<file path="config.mk">
export PLATFORM = sky130hd
export DESIGN_NAME = dflow_qdr_replay_engine
export DESIGN_NICKNAME = d
export VERILOG_FILES = /design/src/rtl/dflow_qdr_replay_engine.sv
export SDC_FILE = /design/constraint.sdc
export NUM_CORES = 2
export LEC_CHECK = 0
export CAP_MARGIN = 20
export CORE_UTILIZATION = 44
export CTS_CLUSTER_SIZE = 10
export DETAILED_ROUTE_END_ITERATION = 6
export PLACE_DENSITY_LB_ADDON = 0.1
export SYNTH_ARGS = -nofsm -noshare
export SYNTH_HDL_FRONTEND = slang
export SYNTH_SLANG_ARGS = --single-unit
export TNS_END_PERCENT = 20
</file>
<file path="constraint.sdc">
create_clock -name qdr_clk -period 5.4 [get_ports qdr_clk]
set_input_delay 1.08 -clock qdr_clk [delete_from_list [all_inputs] [get_ports qdr_clk]]
set_output_delay 1.08 -clock qdr_clk [all_outputs]
set_load 0.02 [all_outputs]
</file>
<file path="src/rtl/dflow_qdr_replay_engine.sv">
// rtl/dflow_qdr_replay_engine.sv - QDR tuple replay: credit-limited reads into a FWFT output FIFO
module dflow_qdr_replay_engine #(
    parameter int PKT_TUPLE_WIDTH = 104,
    parameter int PKT_LEN_WIDTH   = 16,
    parameter int QDR_ADDR_WIDTH  = 19,
    parameter int QDR_WORD_WIDTH  = 144,
    parameter int FIFO_DEPTH      = 16,
    parameter int LOOP_WIDTH      = 16
) (
    input  logic                       qdr_clk,
    input  logic                       resetn,
    input  logic                       sw_rst,
    input  logic                       start_replay,
    input  logic [LOOP_WIDTH-1:0]      replay_loops,
    input  logic [QDR_ADDR_WIDTH-1:0]  mem_addr_low,
    input  logic [QDR_ADDR_WIDTH-1:0]  mem_addr_high,
    input  logic                       init_calib_complete,
    output logic                       user_app_rd_cmd,
    output logic [QDR_ADDR_WIDTH-1:0]  user_app_rd_addr,
    input  logic                       user_app_rd_valid,
    input  logic [QDR_WORD_WIDTH-1:0]  user_app_rd_data,
    output logic [PKT_TUPLE_WIDTH-1:0] fivetuple_data_out,
    output logic [PKT_LEN_WIDTH-1:0]   pkt_len_out,
    output logic                       tuple_out_vld,
    input  logic                       tuple_out_ready,
    output logic                       compelete_replay,
    output logic                       replay_busy,
    output logic [LOOP_WIDTH-1:0]      loop_count
);
    localparam int REC_W = PKT_TUPLE_WIDTH + PKT_LEN_WIDTH;
    localparam int PTR_W = $clog2(FIFO_DEPTH);
    localparam int CNT_W = PTR_W + 1;
    localparam logic [CNT_W:0] DEPTH_C = (CNT_W+1)'(FIFO_DEPTH);

    localparam logic [2:0] S_IDLE     = 3'd0;
    localparam logic [2:0] S_WAIT_CAL = 3'd1;
    localparam logic [2:0] S_ISSUE    = 3'd2;
    localparam logic [2:0] S_DRAIN    = 3'd3;
    localparam logic [2:0] S_DONE     = 3'd4;

    logic                      rst;
    logic                      start_q;
    logic                      start_edge;
    logic [2:0]                state_q, state_d;
    logic [QDR_ADDR_WIDTH-1:0] low_q, high_q;
    logic [QDR_ADDR_WIDTH-1:0] addr_q, addr_d;
    logic [LOOP_WIDTH-1:0]     loops_q;
    logic [LOOP_WIDTH-1:0]     loop_cnt_q, loop_cnt_d, loop_inc;
    logic                      load_cfg;
    logic [CNT_W-1:0]          outst_q;
    logic [5:0]                drop_q;
    logic                      rd_accept;
    logic                      pend_vld_q;
    logic [REC_W-1:0]          pend_data_q;
    logic [REC_W-1:0]          mem [FIFO_DEPTH];
    logic [PTR_W-1:0]          wr_ptr_q, rd_ptr_q;
    logic [CNT_W-1:0]          fcnt_q;
    logic                      push, pop;
    logic [CNT_W:0]            in_flight;
    logic                      unused_rsvd;

    assign rst         = !resetn || sw_rst;
    assign start_edge  = start_replay && !start_q;
    assign unused_rsvd = ^user_app_rd_data[QDR_WORD_WIDTH-1:REC_W+1];

    // Words already granted but not yet counted by the FIFO (in flight or staged) consume credit too.
    assign in_flight = {1'b0, outst_q} + {1'b0, fcnt_q} + {{CNT_W{1'b0}}, pend_vld_q};
    assign user_app_rd_cmd  = (state_q == S_ISSUE) && start_replay && (in_flight < DEPTH_C);
    assign user_app_rd_addr = user_app_rd_cmd ? addr_q : '0;

    assign rd_accept = user_app_rd_valid && (outst_q != '0) && (drop_q == 6'd0);
    assign push      = pend_vld_q;
    assign pop       = (fcnt_q != '0) && tuple_out_ready;

    assign tuple_out_vld      = (fcnt_q != '0);
    assign fivetuple_data_out = tuple_out_vld ? mem[rd_ptr_q][REC_W-1:PKT_LEN_WIDTH] : '0;
    assign pkt_len_out        = tuple_out_vld ? mem[rd_ptr_q][PKT_LEN_WIDTH-1:0] : '0;
    assign compelete_replay   = (state_q == S_DONE);
    assign replay_busy        = (state_q != S_IDLE);
    assign loop_count         = loop_cnt_q;

    assign load_cfg = (state_q == S_IDLE) && start_edge;
    assign loop_inc = (&loop_cnt_q) ? loop_cnt_q : loop_cnt_q + 1'b1;

    always_comb begin
        state_d    = state_q;
        addr_d     = addr_q;
        loop_cnt_d = loop_cnt_q;
        case (state_q)
            S_IDLE: begin
                if (start_edge) begin
                    state_d    = S_WAIT_CAL;
                    loop_cnt_d = '0;
                end
            end
            S_WAIT_CAL: begin
                // Issue is held off until the post-reset straggler window closes.
                if (low_q > high_q)
                    state_d = S_DONE;
                else if (!start_replay)
                    state_d = S_DRAIN;
                else if (init_calib_complete && drop_q == 6'd0) begin
                    addr_d  = low_q;
                    state_d = S_ISSUE;
                end
            end
            S_ISSUE: begin
                if (!start_replay)
                    state_d = S_DRAIN;
                else if (user_app_rd_cmd) begin
                    if (addr_q == high_q) begin
                        loop_cnt_d = loop_inc;
                        addr_d     = low_q;
                        if (loops_q != '0 && loop_inc == loops_q)
                            state_d = S_DRAIN;
                    end else begin
                        addr_d = addr_q + 1'b1;
                    end
                end
            end
            S_DRAIN: begin
                if (outst_q == '0 && fcnt_q == '0 && !pend_vld_q)
                    state_d = S_DONE;
            end
            S_DONE: begin
                if (!start_replay)
                    state_d = S_IDLE;
            end
            default: state_d = S_IDLE;
        endcase
    end

    always_ff @(posedge qdr_clk) begin
        if (rst) begin
            start_q     <= 1'b0;
            state_q     <= S_IDLE;
            low_q       <= '0;
            high_q      <= '0;
            loops_q     <= '0;
            addr_q      <= '0;
            loop_cnt_q  <= '0;
            outst_q     <= '0;
            drop_q      <= 6'd32;
            pend_vld_q  <= 1'b0;
            pend_data_q <= '0;
            wr_ptr_q    <= '0;
            rd_ptr_q    <= '0;
            fcnt_q      <= '0;
        end else begin
            start_q    <= start_replay;
            state_q    <= state_d;
            addr_q     <= addr_d;
            loop_cnt_q <= loop_cnt_d;
            if (load_cfg) begin
                low_q   <= mem_addr_low;
                high_q  <= mem_addr_high;
                loops_q <= replay_loops;
            end
            if (drop_q != 6'd0)
                drop_q <= drop_q - 6'd1;
            case ({user_app_rd_cmd, rd_accept})
                2'b10:   outst_q <= outst_q + 1'b1;
                2'b01:   outst_q <= outst_q - 1'b1;
                default: outst_q <= outst_q;
            endcase
            pend_vld_q  <= rd_accept && user_app_rd_data[REC_W];
            pend_data_q <= user_app_rd_data[REC_W-1:0];
            if (push)
                wr_ptr_q <= wr_ptr_q + 1'b1;
            if (pop)
                rd_ptr_q <= rd_ptr_q + 1'b1;
            case ({push, pop})
                2'b10:   fcnt_q <= fcnt_q + 1'b1;
                2'b01:   fcnt_q <= fcnt_q - 1'b1;
                default: fcnt_q <= fcnt_q;
            endcase
        end
    end

    always_ff @(posedge qdr_clk) begin
        if (push)
            mem[wr_ptr_q] <= pend_data_q;
    end
endmodule

</file>
==> impl_metrics.env <==
export IMPL_syn_nets=4246
export IMPL_synthMuxAreaShare_pct=16.4
export IMPL_clock_skew_ns=0.0350
export IMPL_start_util_pct=44.3
export IMPL_synth_top_family_by_area="multiplexers"
export IMPL_final_nets=4701
export IMPL_yosys_area_share_simple_pct=4.24
export IMPL_cts_max_path_buffers=3
export IMPL_yosysWarnings=0
export IMPL_grt_pass1_vias=42000
export IMPL_rows=159
export IMPL_drc_errors=0
export IMPL_path_cells="buf_12 -> buf_12 -> mux4_2 -> mux4_2 -> and2_1 -> clkdlybuf4s50_1"
export IMPL_avgSynthCellArea_sq_um=20.8
export IMPL_dr_pass1_iters=5
export IMPL_clk_latency_ns=0.86
export IMPL_port_buffers=340
export IMPL_period_share_pct=93.2
export IMPL_maxCapViolCount=0
export IMPL_netlist_cell_type_count=71
export IMPL_criticalPathCategory="reg -> out"
export IMPL_slowest_delay_ns=0.62
export IMPL_antenna_found_initial=14
export IMPL_path_buf_inv=3
export IMPL_slew_viol_final=0
export IMPL_setup_tns_ns=0
export IMPL_routed_via_density=5.57
export IMPL_power_density_nw_per_um2=347
export IMPL_routedWlPerCell_um=28.0
export IMPL_ctsResizeCount=0
export IMPL_fp_coreArea_sq_um=188000
export IMPL_synthFlopType="edfxtp_1"
export IMPL_path_delay_family="buffers and inverters"
export IMPL_cts_tree="built"
export IMPL_fill_cells=14900
export IMPL_max_slew_margin_pct=28.1
export IMPL_synth_area_sq_um=83000
export IMPL_netlist_area_leader_share_pct=69.4
export IMPL_synth_compound_area_share_pct=1.67
export IMPL_numCtsBuffers=239
export IMPL_regArea_sq_um=62500
export IMPL_critPathSlowestCell="clkdlybuf4s50_1"
export IMPL_finalHoldViolCount=0
export IMPL_clock_fmax_mhz=199
export IMPL_synth_edf_count=1920
export IMPL_multi_input_area_sq_um=19600
export IMPL_die_x_um=436
export IMPL_yosys_area_share_adder_pct=0.627
export IMPL_grt_pass1_wl_mm=292
export IMPL_ys_async_sr_fraction_pct=0
export IMPL_grt_ovfl_total=0
export IMPL_synth_top_area_cell="edfxtp_1"
export IMPL_cts_num_sinks=2162
export IMPL_p_total_mw=33.7
export IMPL_status="completed"
export IMPL_crit_required_ns=4.32
export IMPL_clockRootBuffer="clkbuf_16"
export IMPL_num_io_pins=364
export IMPL_postCtsHoldBufs=0
export IMPL_dieHeight_um=436
export IMPL_irDropWorstVdd_mv=0.257
export IMPL_finalCriticalPeriod_ns=5.03
export IMPL_hold_path_class="reg -> reg"
export IMPL_p_leak_nw=30.1
export IMPL_detail_route_antenna_nets=0
export IMPL_cts_clk_slew_worst_paths_ns=0.06
export IMPL_grt_usage_pct=21.2
export IMPL_synth_xor_area_share_pct=0.570
export IMPL_cp_end_kind="primary output"
export IMPL_tightest_slew_ns=1.08
export IMPL_path_max_fanout=40
export IMPL_drive_above_1_share_pct=21.4
export IMPL_htreeDepth=4
export IMPL_syn_inst=4000
export IMPL_post_cts_setup_buffers=0
export IMPL_die_area_sq_um=190000
export IMPL_setup_viol=0
export IMPL_place_gp_congestion=0.796
export IMPL_startpoint_type="flip-flop"
export IMPL_dpl_hpwl_mm=103
export IMPL_drt_initial_drc_count=3420
export IMPL_critPathArrivalTime_ns=3.95
export IMPL_synth_seq_cells=2162
export IMPL_grt_start_max_net_pins=76
export IMPL_wl_mm=201
export IMPL_yosysSeqAreaShare_pct=75.3
export IMPL_synth_area_leaders="edfxtp_1, mux4_2, dfxtp_1, and2_1, nand2_1"
export IMPL_vias=39900
export IMPL_area_delta_synth_final_pct=16.9
export IMPL_rsz0062_at_grt="no"
## tightest hold or removal path: stages (launching register included)
cell	delay, ns
dfxtp_1	0.33
nand2_1	0.06
a21oi_1	0.05
## routing by layer
layer  track usage, %  share of wire (%)
met5                0              0.015
met4             5.52                2.1
met3             3.31                4.5
met2             35.1                 50
met1             29.3                 43
## sequential cells by signal (all words and copies together) (netlist names), named ones only
register	cells
mem	1920
pend_data_q	120
addr_q	19
high_q	19
low_q	19
loop_count	16
loops_q	16
drop_q	6
fcnt_q	5
outst_q	5
rd_ptr_q	4
wr_ptr_q	4
state_q	3
pend_vld_q	1
start_q	1
## layout make-up
| type | instances | share of cell area, % |
|---|---|---|
| Sequential cell | 2162 | 64.4 |
| Multi-Input combinational cell | 1577 | 20.2 |
| Clock buffer | 421 | 6.92 |
| Timing Repair Buffer | 434 | 4.85 |
| Tap cell | 2495 | 3.21 |
| Clock inverter | 20 | 0.305 |
| Inverter | 41 | 0.158 |
| Antenna cell | 6 | 0.0155 |
## report_power, final
| group | leakage [nW] | switching, mW | total (mW) | internal, mW |
|---|---|---|---|---|
| sequential | 19.5 | 0.182 | 18.4 | 18.2 |
| clock | 3.33 | 6.36 | 14.7 | 8.36 |
| combinational | 7.32 | 0.357 | 0.631 | 0.274 |
## cells in the mapped netlist (all sizes together), types with 4 or more instances
library cell and n:
a211o 4, a211oi 10, a21o 8, a21oi 116
a311oi 8, a31oi 4, and2 284, and3 13
buf 74, clkbuf 146, dfxtp 242, edfxtp 1920
ha 40, inv 41, mux2i 7, mux4 600
nand2 167, nand2b 8, nand3 15, nand3b 4
nand4 20, nor2 73, nor2b 4, nor3 21
nor3b 6, nor4 17, o21ai 34, o31ai 5
or2 6, or3 5, xnor2 23, xor2 31
## worst paths after layout
check	start	end	slack (ns)	cells after the start
min reg2reg	loops_q[1]	loops_q[1]	0.48	2
max	flip-flop	fivetuple_data_out[39]	0.37	6
max reg2reg	outst_q[3]	outst_q[4]	1.42	14
min	loops_q[1]	loops_q[1]	0.48	2
## logic make-up after synthesis
logic type                 after synthesis
DFF                                   2162
and+or+nand+nor                        649
muxes                                  608
buffers and inverters                  261
AOI/OAI and AO/OA                      225
xor gates and xnor gates                54
adders and majority gates               41
## placed cells by master, fill, tap and decap left out, types with 23 or more instances in the layout
master,instances
edfxtp_1,1920
mux4_2,600
clkdlybuf4s50_1,340
and2_1,268
clkbuf_16,239
dfxtp_1,238
clkbuf_1,176
nand2_1,166
a21oi_1,116
nor2_1,72
buf_12,48
buf_4,46
inv_1,41
ha_1,40
xor2_1,31
xnor2_1,23
## stage by stage
| step | util, % | setup WS (ns) | area [sq um] | std cells | hold WS (ns) |
|---|---|---|---|---|---|
| after floorplan | - | 1.14 | 83000 | 4000 | 0.449 |
| after global placement | 48.0 | 0.988 | 90100 | 6709 | 0.475 |
| after detailed placement | 48.0 | 0.949 | 90100 | 6709 | 0.476 |
| after CTS | 51.8 | 0.193 | 97100 | 7150 | 0.485 |
| after global routing | 51.8 | 0.163 | 97100 | 7152 | 0.494 |
| final | 51.8 | 0.366 | 97100 | 7156 | 0.484 |
No activity file was read; power rests on OpenSTA's default activity.
